$ cat src/rtl/display_scanner.sv
// display_scanner: sweeps the display-slot interface and streams every slot as
// 14 ASCII characters (5-char name, ':', 8 uppercase hex digits) to the LCD writer.
module display_scanner #(
  parameter int NUM_SLOTS      = 44,
  parameter int REFRESH_CYCLES = 1000000
) (
  input  logic        clk,
  input  logic        reset,
  input  logic        force_refresh,
  output logic [5:0]  display_number,
  input  logic        display_valid,
  input  logic [39:0] display_name,
  input  logic [31:0] display_value,
  output logic        char_valid,
  input  logic        char_ready,
  output logic [7:0]  char_data,
  output logic [5:0]  char_slot,
  output logic [3:0]  char_col,
  output logic        busy,
  output logic        frame_done
);

  localparam int CNT_W = (REFRESH_CYCLES > 1) ? $clog2(REFRESH_CYCLES) : 1;
  localparam logic [CNT_W-1:0] CNT_LAST = CNT_W'(REFRESH_CYCLES - 1);
  localparam logic [5:0] LAST_SLOT = 6'(NUM_SLOTS);

  typedef enum logic [2:0] {IDLE, REQ, WAIT, LATCH, EMIT, DONE} state_t;

  state_t           r_state;
  state_t           w_stateNext;
  logic [CNT_W-1:0] r_cnt;
  logic             r_pending;
  logic [5:0]       r_slot;
  logic [5:0]       w_slotNext;
  logic [3:0]       r_col;
  logic [3:0]       w_colNext;
  logic             r_valid;
  logic [39:0]      r_name;
  logic [31:0]      r_value;
  logic             w_req;
  logic             w_xfer;
  logic [7:0]       w_nameByte;
  logic [3:0]       w_nibble;
  logic [7:0]       w_char;

  assign w_req  = force_refresh || (r_cnt == CNT_LAST);
  assign w_xfer = (r_state == EMIT) && char_ready;

  always_ff @(posedge clk or posedge reset) begin
    if (reset) begin
      r_cnt <= '0;
    end else if (r_cnt == CNT_LAST) begin
      r_cnt <= '0;
    end else begin
      r_cnt <= r_cnt + 1'b1;
    end
  end

  // Requests arriving outside IDLE collapse into one pending frame, which IDLE consumes.
  always_ff @(posedge clk or posedge reset) begin
    if (reset) begin
      r_pending <= 1'b0;
    end else if (r_state == IDLE) begin
      r_pending <= 1'b0;
    end else if (w_req) begin
      r_pending <= 1'b1;
    end
  end

  always_ff @(posedge clk or posedge reset) begin
    if (reset) begin
      r_state <= IDLE;
      r_slot  <= 6'd0;
      r_col   <= 4'd0;
    end else begin
      r_state <= w_stateNext;
      r_slot  <= w_slotNext;
      r_col   <= w_colNext;
    end
  end

  // The provider answers a registered cycle after display_number moves, so LATCH samples two cycles later.
  always_ff @(posedge clk or posedge reset) begin
    if (reset) begin
      r_valid <= 1'b0;
      r_name  <= 40'd0;
      r_value <= 32'd0;
    end else if (r_state == LATCH) begin
      r_valid <= display_valid;
      r_name  <= display_name;
      r_value <= display_value;
    end
  end

  always_comb begin
    w_stateNext = r_state;
    w_slotNext  = r_slot;
    w_colNext   = r_col;
    case (r_state)
      IDLE: begin
        if (w_req || r_pending) begin
          w_slotNext  = 6'd1;
          w_stateNext = REQ;
        end
      end
      REQ:   w_stateNext = WAIT;
      WAIT:  w_stateNext = LATCH;
      LATCH: begin
        w_colNext   = 4'd0;
        w_stateNext = EMIT;
      end
      EMIT: begin
        if (w_xfer) begin
          if (r_col == 4'd13) begin
            if (r_slot == LAST_SLOT) begin
              w_stateNext = DONE;
            end else begin
              w_slotNext  = r_slot + 6'd1;
              w_stateNext = REQ;
            end
          end else begin
            w_colNext = r_col + 4'd1;
          end
        end
      end
      DONE:    w_stateNext = IDLE;
      default: w_stateNext = IDLE;
    endcase
  end

  // Column-to-character mapping; an invalid slot is painted as spaces rather than skipped.
  assign w_nameByte = 8'(r_name >> {(4'd4 - r_col), 3'b000});
  assign w_nibble   = 4'(r_value >> {(4'd13 - r_col), 2'b00});

  always_comb begin
    w_char = 8'h20;
    if (r_valid) begin
      if (r_col <= 4'd4) begin
        w_char = (w_nameByte == 8'h00) ? 8'h20 : w_nameByte;
      end else if (r_col == 4'd5) begin
        w_char = 8'h3A;
      end else if (w_nibble < 4'd10) begin
        w_char = 8'h30 + {4'h0, w_nibble};
      end else begin
        w_char = 8'h37 + {4'h0, w_nibble};
      end
    end
  end

  always_comb begin
    busy           = (r_state == REQ) || (r_state == WAIT) || (r_state == LATCH) || (r_state == EMIT);
    display_number = busy ? r_slot : 6'd0;
    char_valid     = (r_state == EMIT);
    char_data      = char_valid ? w_char : 8'h00;
    char_slot      = char_valid ? r_slot : 6'd0;
    char_col       = char_valid ? r_col : 4'd0;
    frame_done     = (r_state == DONE);
  end

endmodule

$ cat config.mk
export PLATFORM = sky130hd
export DESIGN_NAME = display_scanner
export DESIGN_NICKNAME = d
export VERILOG_FILES = /design/src/rtl/display_scanner.sv
export SDC_FILE = /design/constraint.sdc
export NUM_CORES = 1
export LEC_CHECK = 0
export CAP_MARGIN = 25
export CORE_ASPECT_RATIO = 1.5
export CORE_MARGIN = 2
export CORE_UTILIZATION = 53
export DETAILED_ROUTE_END_ITERATION = 10
export HOLD_SLACK_MARGIN = 0.03
export PLACE_DENSITY_LB_ADDON = 0.3
export SYNTH_ARGS = -nofsm -noshare
export SYNTH_HDL_FRONTEND = slang
export SYNTH_SLANG_ARGS = --single-unit
$ cat constraint.sdc
create_clock -name clk -period 4.98 [get_ports clk]
set_input_delay 0.996 -clock clk [delete_from_list [all_inputs] [get_ports clk]]
set_output_delay 0.996 -clock clk [all_outputs]
set_load 0.03 [all_outputs]
==> results.sh <==
export IMPL_status="finished clean"
export IMPL_power_share_combinational_pct=40.9
export IMPL_wire_per_inst_um=17.8
export IMPL_maxCapViolCount=0
export IMPL_worstSetupStartpointType="flip-flop"
export IMPL_antenna_found_initial=0
export IMPL_end_kind="output pin"
export IMPL_areaGrowthSynthToFinish_pct=26.1
export IMPL_drc_errors=0
export IMPL_yosys_area_top_type_share_pct=47.7
export IMPL_die_w_um=88.0
export IMPL_layout_common_cells="dfrtp_1 (105), clkdlybuf4s50_1 (102), mux2_2 (79)"
export IMPL_crit_fanout=12
export IMPL_num_vias=4196
export IMPL_io_pins=104
export IMPL_yosysUniqueCellTypes=53
export IMPL_final_util_pct=67.9
export IMPL_avgSynthCellArea_um2=11.4
export IMPL_synth_cell_area_mm2=0.00561
export IMPL_clockRootBuffer="clkbuf_16"
export IMPL_initial_core_util_pct=53.8
export IMPL_intPower_w=0.00240
export IMPL_diodes=0
export IMPL_arrival_ps=3700
export IMPL_switching_share_pct=34.4
export IMPL_switching_power_w=0.00126
export IMPL_drive_gt1_share_pct=19.4
export IMPL_rsz0062_at_grt="false"
export IMPL_cts_setup_buffers=0
export IMPL_grt_pass1_vias=4319
export IMPL_use_met1_pct=30.4
export IMPL_syn_instance_count=493
export IMPL_fin_total_pwr_w=0.00365
export IMPL_ys_seq_area_share_pct=47.7
export IMPL_grt_first_pass_wirelength_mm=21.5
export IMPL_clk_latency_ps=360
export IMPL_cts_sinks=107
export IMPL_cts_buffers=9
export IMPL_ys_warn_count=0
export IMPL_place_ws_ps=575
export IMPL_relSlewSlack_pct=39.2
export IMPL_period_minus_slack_ps=4700
export IMPL_syn_nets=580
export IMPL_synth_edff_count=0
export IMPL_via_per_inst=5.69
export IMPL_fill_cells=786
export IMPL_dr_pass1_iters=4
export IMPL_final_common_cell="dfrtp_1"
export IMPL_grt_overflow=0
export IMPL_die_h_um=130
export IMPL_power_share_clock_pct=19.8
export IMPL_globalRouteMet3Util_pct=4.43
export IMPL_postRouteWirelength_mm=13.1
export IMPL_final_cells=737
export IMPL_worst_pin_slew_ps=912
export IMPL_path_class="flip-flop to output pin"
export IMPL_cellLeakagePower_nw=2.90
export IMPL_clockBufferDepth=2
export IMPL_htreeDepth=3
export IMPL_placed_cells=721
export IMPL_tritoncts="yes"
export IMPL_worst_slack_ps=281
export IMPL_dieArea_mm2=0.0114
export IMPL_synth_flop_cell="dfrtp_1"
export IMPL_period_share_pct=94.4
export IMPL_gp_congestion=0.954
export IMPL_ant_nets=0
export IMPL_synth_area_leaders="dfrtp_1 (48%), mux2_2 (16%), mux2i_1 (4.5%)"
export IMPL_hold_violations=0
export IMPL_track_usage_pct=24.5
export IMPL_dp_hpwl_mm=9.56
export IMPL_grt_max_degree=75
export IMPL_synth_seq_cells=107
export IMPL_io_buffers=103
export IMPL_power_density_mw_per_mm2=516
export IMPL_p_seq_share_pct=39.3
export IMPL_hold_class="flip-flop to flip-flop"
export IMPL_required_ps=3980
export IMPL_drtIter0Drc=215
export IMPL_max_freq_mhz=213
export IMPL_coreArea_mm2=0.0104
export IMPL_finalSetupViolCount=0
export IMPL_final_setup_tns_ps=0
export IMPL_slew_viol_final=0
export IMPL_clkTransAtPathRegs_ps=70
export IMPL_top_usage_layer="met2"
export IMPL_grt_use_met2_pct=43.3
export IMPL_rows=46
export IMPL_vdd_drop_max_mv=0.252
export IMPL_nNetsFinal=675
export IMPL_synthArstFlopShare_pct=100
export IMPL_synth_top_cell_by_area="dfrtp_1"
export IMPL_clock_skew_ps=10.5
==> Yosys cell counts, types with 5 or more instances <==
master / instances
mux2_2: 79
nand3_1: 20
inv_1: 13
nor3_1: 6
buf_2: 6
xnor2_1: 16
mux2i_1: 25
dfrtp_1: 107
nand4_1: 7
nand2b_1: 8
nor2_1: 29
a22oi_1: 6
clkbuf_1: 16
xor2_1: 7
nand2_1: 25
a21oi_1: 12
and2_1: 15
mux4_2: 5
o21ai_0: 15
ha_1: 10
==> power by group through the flow <==
stage / Combinational (W) / Sequential [W] / Clock [W]
2_1_floorplan: 0.00118 / 0.00134 / 0
3_3_place_gp: 0.00145 / 0.00142 / 0
3_5_place_dp: 0.00149 / 0.00144 / 0
4_1_cts: 0.00151 / 0.00143 / 0.000736
5_1_grt: 0.00164 / 0.00147 / 0.000776
6_report: 0.00149 / 0.00143 / 0.000724
==> registers in the layout, indices dropped and copies added, names as in the netlist <==
name / count
r_col: 4
r_pending: 1
r_slot: 6
r_state: 3
r_cnt: 20
r_valid: 1
r_value: 32
r_name: 40
==> worst paths after layout <==
check                      startpoint  depth (start not counted)      endpoint  slack (ps)
setup / recovery             r_col[2]                          9  char_data[6]         280
hold / removal               r_cnt[4]                          1      r_cnt[4]         480
setup reg to reg            r_cnt[15]                          5     r_slot[2]        2250
hold reg to reg              r_cnt[4]                          1      r_cnt[4]         480
max in group asynchronous       reset                          3      r_col[2]        2800
min in group asynchronous       reset                          2    r_name[30]        1200
==> critical path, cell delays in order (launching register included) <==
cell             delay (ps)
dfrtp_2                 500
ha_1                    390
and2_1                  220
a22oi_1                 310
nand3_1                 210
ha_1                    280
nand4b_1                190
a211o_1                 350
a21oi_1                 190
clkdlybuf4s50_1         710
==> cell type report <==
type                            count  area (um^2)  area share, %
Clock buffer                        9          225           3.18
Inverter                           13         51.3          0.725
Timing Repair Buffer              109         1080           15.3
Clock inverter                      7         76.3           1.08
Tap cell                          144          180           2.55
Sequential cell                   107         2680           37.9
Multi-Input combinational cell    348         2780           39.3
==> kinds of logic after synthesis <==
kind of cell	Yosys count	synth area share, %
AOI/OAI and AO/OA	62	7.36
xor gates and xnor gates	23	3.59
adders and majority gates	10	2.23
buffers and inverters	38	2.68
DFF	107	47.7
muxes	109	22.3
and+or+nand+nor	144	14.1
==> what timing repair did <==
action	4_1_cts	5_1_grt
endpoints found under the setup margin	0	1
hold buffers	0	0
resized for setup	0	1
==> routing by layer <==
layer	up-vias	share of wire, %
met1	2089	40
met5	-	0
met2	115	54
li1	1973	-
met3	19	4.8
met4	0	1.7
==> per-stage QoR <==
step | instance area, um^2 | hold slack [ps]
4_1_cts | 7070 | 481
3_5_place_dp | 6770 | 468
3_3_place_gp | 6760 | 458
5_1_grt | 7080 | 510
6_report | 7080 | 483
2_1_floorplan | 5610 | 438
Note: power is estimated with default switching activity, not from simulation.
